==> src/rtl/accumulator_sequencer_if.sv <==
// Operation/ALU bus for the accumulator sequencer.
// slave = sequencer side, master = controller plus external ALU side.
interface accumulator_sequencer_if;
    logic       start;
    logic       op;
    logic [3:0] operand;
    logic       acc_wr;
    logic       clc;
    logic [3:0] data_bus;
    logic       carry_out;
    logic [3:0] A;
    logic [3:0] B;
    logic       ALU_operation;
    logic       ALU_enable;
    logic       carry_flag;
    logic       busy;
    logic       done;

    modport slave (
        input  start, op, operand, acc_wr, clc, data_bus, carry_out,
        output A, B, ALU_operation, ALU_enable, carry_flag, busy, done
    );

    modport master (
        output start, op, operand, acc_wr, clc, data_bus, carry_out,
        input  A, B, ALU_operation, ALU_enable, carry_flag, busy, done
    );
endinterface

==> src/rtl/accumulator_sequencer.sv <==
// Sequences one add/subtract through an external 4-bit ALU.
// Control outputs are Moore decodes of the state register.
module accumulator_sequencer (
    input  logic                          clk,
    input  logic                          reset,
    accumulator_sequencer_if.slave        bus
);
    localparam int unsigned W = 4;

    typedef enum logic [1:0] {
        IDLE = 2'd0,
        EXEC = 2'd1,
        WB   = 2'd2,
        DONE = 2'd3
    } state_t;

    state_t         state;
    state_t         state_nxt;
    logic [W-1:0]   acc;
    logic [W-1:0]   tmp;
    logic           opr;
    logic           carry;
    logic           alu_operation_c;
    logic           alu_enable_c;
    logic           busy_c;
    logic           done_c;

    // State register
    always_ff @(posedge clk or posedge reset) begin
        if (reset) begin
            state <= IDLE;
        end else begin
            state <= state_nxt;
        end
    end

    // Next state and state-decoded controls
    always_comb begin
        state_nxt       = state;
        alu_operation_c = 1'b0;
        alu_enable_c    = 1'b0;
        busy_c          = 1'b1;
        done_c          = 1'b0;
        case (state)
            IDLE: begin
                busy_c = 1'b0;
                if (bus.start) begin
                    state_nxt = EXEC;
                end
            end
            EXEC: begin
                alu_operation_c = opr;
                state_nxt       = WB;
            end
            WB: begin
                alu_operation_c = opr;
                alu_enable_c    = 1'b1;
                state_nxt       = DONE;
            end
            DONE: begin
                done_c    = 1'b1;
                state_nxt = IDLE;
            end
            default: begin
                state_nxt = IDLE;
            end
        endcase
    end

    // Datapath: capture in IDLE, write back the ALU result in WB
    always_ff @(posedge clk or posedge reset) begin
        if (reset) begin
            acc   <= W'(0);
            tmp   <= W'(0);
            opr   <= 1'b0;
            carry <= 1'b0;
        end else begin
            case (state)
                IDLE: begin
                    if (bus.start) begin
                        tmp <= bus.operand;
                        opr <= bus.op;
                    end else begin
                        if (bus.acc_wr) begin
                            acc <= bus.operand;
                        end
                        if (bus.clc) begin
                            carry <= 1'b0;
                        end
                    end
                end
                WB: begin
                    acc   <= bus.data_bus;
                    carry <= bus.carry_out;
                end
                default: begin
                end
            endcase
        end
    end

    assign bus.A             = acc;
    assign bus.B             = tmp;
    assign bus.carry_flag    = carry;
    assign bus.ALU_operation = alu_operation_c;
    assign bus.ALU_enable    = alu_enable_c;
    assign bus.busy          = busy_c;
    assign bus.done          = done_c;
endmodule

==> src/flat_wrapper.sv <==
// flat-port wrapper written by rule: the top's interface ports become plain ports
module accumulator_sequencer_flat 
  (clk, reset, bus_start, bus_op, bus_operand, bus_acc_wr, bus_clc, bus_data_bus, bus_carry_out, bus_A, bus_B, bus_ALU_operation, bus_ALU_enable, bus_carry_flag, bus_busy, bus_done);
  accumulator_sequencer_if bus_i ();
  input  logic clk;
  input  logic reset;
  input wire logic [$bits(bus_i.start)-1:0] bus_start;
  input wire logic [$bits(bus_i.op)-1:0] bus_op;
  input wire logic [$bits(bus_i.operand)-1:0] bus_operand;
  input wire logic [$bits(bus_i.acc_wr)-1:0] bus_acc_wr;
  input wire logic [$bits(bus_i.clc)-1:0] bus_clc;
  input wire logic [$bits(bus_i.data_bus)-1:0] bus_data_bus;
  input wire logic [$bits(bus_i.carry_out)-1:0] bus_carry_out;
  output wire logic [$bits(bus_i.A)-1:0] bus_A;
  output wire logic [$bits(bus_i.B)-1:0] bus_B;
  output wire logic [$bits(bus_i.ALU_operation)-1:0] bus_ALU_operation;
  output wire logic [$bits(bus_i.ALU_enable)-1:0] bus_ALU_enable;
  output wire logic [$bits(bus_i.carry_flag)-1:0] bus_carry_flag;
  output wire logic [$bits(bus_i.busy)-1:0] bus_busy;
  output wire logic [$bits(bus_i.done)-1:0] bus_done;
  assign bus_i.start = bus_start;
  assign bus_i.op = bus_op;
  assign bus_i.operand = bus_operand;
  assign bus_i.acc_wr = bus_acc_wr;
  assign bus_i.clc = bus_clc;
  assign bus_i.data_bus = bus_data_bus;
  assign bus_i.carry_out = bus_carry_out;
  assign bus_A = bus_i.A;
  assign bus_B = bus_i.B;
  assign bus_ALU_operation = bus_i.ALU_operation;
  assign bus_ALU_enable = bus_i.ALU_enable;
  assign bus_carry_flag = bus_i.carry_flag;
  assign bus_busy = bus_i.busy;
  assign bus_done = bus_i.done;
  accumulator_sequencer u_core (.clk(clk), .reset(reset), .bus(bus_i));
endmodule
==> config.mk <==
export PLATFORM = sky130hd
export DESIGN_NAME = accumulator_sequencer_flat
export DESIGN_NICKNAME = d
export VERILOG_FILES = /design/src/rtl/accumulator_sequencer_if.sv /design/src/rtl/accumulator_sequencer.sv /design/src/flat_wrapper.sv
export SDC_FILE = /design/constraint.sdc
export NUM_CORES = 1
export LEC_CHECK = 0
export BUFFER_PORTS_ARGS = -buffer_cell sky130_fd_sc_hd__buf_2
export CAP_MARGIN = 20
export CORE_MARGIN = 4
export CORE_UTILIZATION = 43
export CTS_BUF_LIST = sky130_fd_sc_hd__clkbuf_4 sky130_fd_sc_hd__clkbuf_8 sky130_fd_sc_hd__clkbuf_16
export DETAILED_ROUTE_END_ITERATION = 10
export PLACE_DENSITY = 0.75
export SLEW_MARGIN = 20
export SYNTH_ARGS = -nofsm -noshare
export SYNTH_HDL_FRONTEND = slang
export SYNTH_SLANG_ARGS = --single-unit
export TNS_END_PERCENT = 100
==> constraint.sdc <==
create_clock -name clk -period 2.1 [get_ports clk]
set_input_delay 0.315 -clock clk [delete_from_list [all_inputs] [get_ports clk]]
set_output_delay 0.315 -clock clk [all_outputs]
set_load 0.01 [all_outputs]
# After elaboration in Yosys (flattened, before gate mapping)
# Cells that the tools add are included.
[word_totals]
reg_bits = 12
output_inout_bits = 13
[op_classes]
mux = 12
n_reduce_logical = 6
n_eq_ne = 7
[op_table]
columns = ["cell", "count"]
rows = [
  ["$mux W4", 2],
  ["$ne A2 B2 Y1 const B", 4],
  ["$pmux W2 S4", 1],
  ["$pmux W4 S2", 1],
  ["$mux W1", 6],
  ["$reduce_and A3 Y1", 2],
  ["$eq A2 B2 Y1 const B", 2],
  ["$eq A2 B1 Y1 const B", 1],
  ["$logic_not A2 Y1", 1],
  ["$mux W2", 1],
  ["$pmux W1 S2", 1],
  ["$reduce_and A2 Y1", 1],
  ["$reduce_bool A2 Y1", 1],
  ["$reduce_or A2 Y1", 1],
]

# Depth between registers and ports, before layout
[logic_depth]
depth_word = 3
ltp_mapped = 6
ltp_nobuf = 5

# Worst setup path after synthesis
# OpenSTA, ideal clock, no wires.
[synth_path]
path_type = "register to register"
start = "reg u_core.state[0]"
end = "reg u_core.acc[0] (netlist: u_core.bus.A[0])"
stages_incl_launch_ff = 7
period_less_slack_ns = 1.592
path_buffers = 1
path_slack_ns = 0.508
arrival_time_ns = 1.468
path_cell_list = "dfrtp_1 > inv_1 > ha_1 > buf_2 > mux2i_1 > a21oi_2 > mux2_2"
[synth_between]
elab_chain_cells = 3
elab_cells_between_ends = 7
cone_classes = "eq/ne: 3; mux: 1; reduce/logical: 3"
[synth_rtl]
columns = ["item", "line", "source"]
rows = [
  ["start, declared", "accumulator_sequencer.sv:17", "state_t state;"],
  ["start signal, assigned", "accumulator_sequencer.sv:33", "state <= state_nxt;"],
  ["$logic_not A2 Y1 or $eq A2 B2 Y1 (tied branches)", "accumulator_sequencer.sv:78", "case (state)"],
  ["$ne A2 B2 Y1 (no line) or $reduce_bool A2 Y1 (tied branches)", "--", ""],
  ["$reduce_and A3 Y1 (no line)", "--", ""],
  ["end signal, assigned", "accumulator_sequencer.sv:85", "acc <= bus.operand;"],
  ["end signal, assigned", "accumulator_sequencer.sv:93", "acc <= bus.data_bus;"],
  ["end, declared", "accumulator_sequencer.sv:19", "logic [W-1:0] acc;"],
]
# Parallel ways exist; a longest one is shown, timed or not.
# A chain may end at the register's enable or synchronous reset.

# Worst setup path after layout
[layout_path]
start = "reg u_core.state[0]"
end = "reg u_core.acc[2] (netlist: u_core.bus.A[2])"
# The elaborated chain is that of the path after synthesis.

==> impl_metrics.py <==
metrics = {
    "sta": {
        "grt_setup_unrepaired": "no",
        "setup_tns_ns": 0,
        "post-route-period-util_pct": 81.22,
        "max_slew_margin_pct": 70.75,
        "min_period_ns": 1.706,
        "hold_violations": 0,
        "hold_ws_ns": 0.03035,
        "setup_viol": 0,
        "fin_skew_ns": 0.001956,
        "fmax_mhz": 586.3,
        "worst_pin_slew_ns": 0.4382,
        "maxSlewViolCount": 0,
    },
    "critical_path": {
        "cp_max_fo": 8,
        "cp-endpoint": "u_core.bus.A[2]",
        "crit_path_start_kind": "flip-flop",
        "cp_cell_sequence": "inv_1 > ha_1 > mux2i_1 > a21oi_2 > mux2_2",
        "worstSetupStartpoint": "u_core.state[0]",
        "worstRegToRegCells": 5,
        "critical-path-top-delay-family": "multiplexers",
        "r2r-start": "u_core.state[0]",
        "path_buf_inv": 1,
        "crit_arrival_ns": 1.87,
        "cp.required_ns": 2.26,
        "endpoint_kind": "flip-flop",
        "path_depth": 5,
        "crit_type": "reg2reg",
        "rrSetupSlack_ns": 0.39,
        "max_stage_delay_ns": 0.40,
        "r2r_end": "u_core.bus.A[2]",
        "slowest_stage": "dfrtp_1",
    },
    "pwr": {
        "p_sw_mw": 0.4359,
        "p_int_mw": 0.7795,
        "p_sw_share_pct": 35.86,
        "power.density_mw_per_mm2": 1544,
        "seq_power_share_pct": 33.5,
        "p_leak_nw": 0.4063,
        "max-vdd-ir-drop_mv": 0.7063,
        "p_comb_share_pct": 51.7,
        "p_clk_share_pct": 14.8,
    },
    "floorplan": {
        "io_pins": 28,
        "core_area_sq_mm": 0.001318,
        "die_h_um": 45.41,
        "rows": 13,
        "fp.dieW_um": 45.41,
        "die_area_sq_mm": 0.002062,
        "initial_utilization_pct": 45.68,
    },
    "synthesis": {
        "ys.flop_type": "dfrtp_1",
        "netlist_area_sq_um": 601.8,
        "synthesis.nets": 67,
        "synthMostInstantiatedCell": "mux2_2",
        "ys_seq_elements": 12,
        "yosysSeqAreaShare_pct": 49.90,
        "yosys.area.top_type_share_pct": 49.90,
        "yosysTopAreaCell": "dfrtp_1",
        "synth_edf_count": 0,
        "yosysWarnings": 0,
        "synth.cells.most_frequent": "13 x mux2_2, 12 x dfrtp_1, 4 x ha_1, 4 x inv_1, 3 x nand2_1",
        "synthTopCellsByArea": "dfrtp_1 50%, mux2_2 24%, ha_1 8.3%, inv_1 2.5%, nand2b_1 2.1%",
        "syn_inst": 48,
        "async_reset_ff_share_pct": 100.0,
        "synth_cell_types": 15,
        "syn_area_per_cell_sq_um": 12.54,
    },
    "finish": {
        "drive_gt1_share_pct": 58.97,
        "register_area_sq_um": 300.3,
        "num-nets-final": 98,
        "area_growth_pct": 30.77,
        "n_fill_cell": 109,
        "diodes": 0,
        "multiInputGateArea_sq_um": 281.5,
    },
    "clocking": {
        "cts_tree": "done",
        "clk_path_buf_depth": 2,
        "cts.sinks": 12,
        "post_cts_buffers": 0,
        "h-tree-depth": 1,
        "hold_buffers": 0,
        "root_buffer": "clkbuf_4",
        "numCtsBuffers": 3,
        "clk_pin_slew_ns": 0.07,
        "clk_latency_ns": 0.27,
        "cts_resized": 0,
    },
    "placed_design": {
        "detailed_place_hpwl_um": 937.3,
        "port_buffers": 27,
        "globalplace.congestion": 0.6770,
    },
    "routing": {
        "first_pass_iters": 4,
        "via_per_inst": 4.806,
        "antenna_left": 0,
        "routed_wl_um": 1123,
        "wl_per_cell_um": 12.08,
        "drt_iter0_drc": 2,
        "drc": 0,
        "via_count": 447,
    },
    "hold_path": {
        "hold_path_class": "in2async",
    },
    "global_routing": {
        "gr-total-overflow": 0,
        "antenna_found_initial": 0,
        "track_usage_pct": 13.82,
        "grt_start_max_net_pins": 13,
        "grt_pass1_vias": 483,
        "grt_first_pass_wirelength_um": 1973,
    },
    "flow_run": {
        "cap_violations": 0,
    },
    "run_status": {
        "outcome": "completed",
    },
}
==> cell usage in the layout (no fill, tap or decap) <==
cell type / synthesis / final
buf_2: 1 / 27
mux2_2: 13 / 13
dfrtp_1: 12 / 12
inv_1: 4 / 4
ha_1: 4 / 4
nand2_1: 3 / 3
clkbuf_4: 0 / 3
nand2b_1: 2 / 2
nor2_1: 2 / 2
o21ai_0: 1 / 1
mux2i_1: 1 / 1
a21oi_2: 1 / 1
a21oi_1: 1 / 1
and2_1: 1 / 1
a21o_2: 1 / 1
a32o_1: 1 / 1
clkbuf_8: 0 / 1
==> flip-flops by register name, indices dropped and copies added (netlist names) <==
signal / cells
u_core.bus.carry_flag: 1
u_core.bus.A: 4
u_core.state: 2
u_core.opr: 1
u_core.bus.B: 4
==> worst register-to-register path, stage by stage (launching register included) <==
cell	delay (ns)
dfrtp_1	0.40
inv_1	0.11
ha_1	0.36
mux2i_1	0.14
a21oi_2	0.23
mux2_2	0.36
==> power groups by stage <==
| stage | Sequential [mW] | Clock [mW] | Combinational (mW) |
|---|---|---|---|
| floorplan | 0.452 | 0 | 0.397 |
| global placement | 0.411 | 0 | 0.619 |
| CTS | 0.409 | 0.192 | 0.640 |
| detailed placement | 0.413 | 0 | 0.640 |
| finish | 0.407 | 0.180 | 0.628 |
| global route | 0.423 | 0.206 | 0.696 |
==> metrics by stage <==
| step | instances | cell area (sq um) | power, mW | utilization (%) | setup WS (ns) |
|---|---|---|---|---|---|
| finish | 93 | 787.0 | 1.215 | 59.73 | 0.3943 |
| global route | 93 | 787.0 | 1.325 | 59.73 | 0.2738 |
| detailed placement | 89 | 750.7 | 1.052 | 56.98 | 0.3753 |
| global placement | 89 | 750.7 | 1.030 | 56.98 | 0.4579 |
| floorplan | 48 | 601.8 | 0.8493 | - | 0.5076 |
| CTS | 93 | 787.0 | 1.241 | 59.73 | 0.3731 |
==> cells by family after synthesis <==
kind of cell	count (synthesis)	synth area share [%]
and+or+nand+nor	8	6.238
AOI/OAI and AO/OA	5	6.236
buffers and inverters	5	3.325
muxes	14	25.99
adders and majority gates	4	8.316
DFF	12	49.90
==> how the worst min path moves through the flow <==
stage | start | end | slack, ns | depth (start not counted)
6_report | reset | u_core.bus.A[1] | 0.03 | 2
5_1_grt | reset | u_core.bus.A[2] | 0.05 | 2
4_1_cts | reset | u_core.bus.A[2] | 0.03 | 2
3_5_place_dp | reset | u_core.bus.A[2] | 0.34 | 2
3_3_place_gp | reset | u_core.bus.B[2] | 0.35 | 2
2_1_floorplan | reset | u_core.bus.A[0] | 0.18 | 1
==> final cells by class <==
cell class / count / area share (%)
clock buffers: 4 / 4.610
inverters: 4 / 1.908
repair buffers: 27 / 17.17
well taps: 15 / 2.385
flip-flops and latches: 12 / 38.16
multi-input cells: 31 / 35.77
==> layer usage <==
| layer | wire length, um | global-route usage [%] | up-vias | part of all wire [%] |
|---|---|---|---|---|
| met5 | 0 | 0 | - | 0 |
| met4 | 27 | 10.53 | 0 | 2.4 |
| met3 | 129 | 4.743 | 2 | 11 |
| met2 | 480 | 20.06 | 22 | 43 |
| met1 | 485 | 16.58 | 198 | 43 |
| li1 | - | - | 225 | - |
(Power assumes the default switching activity.)
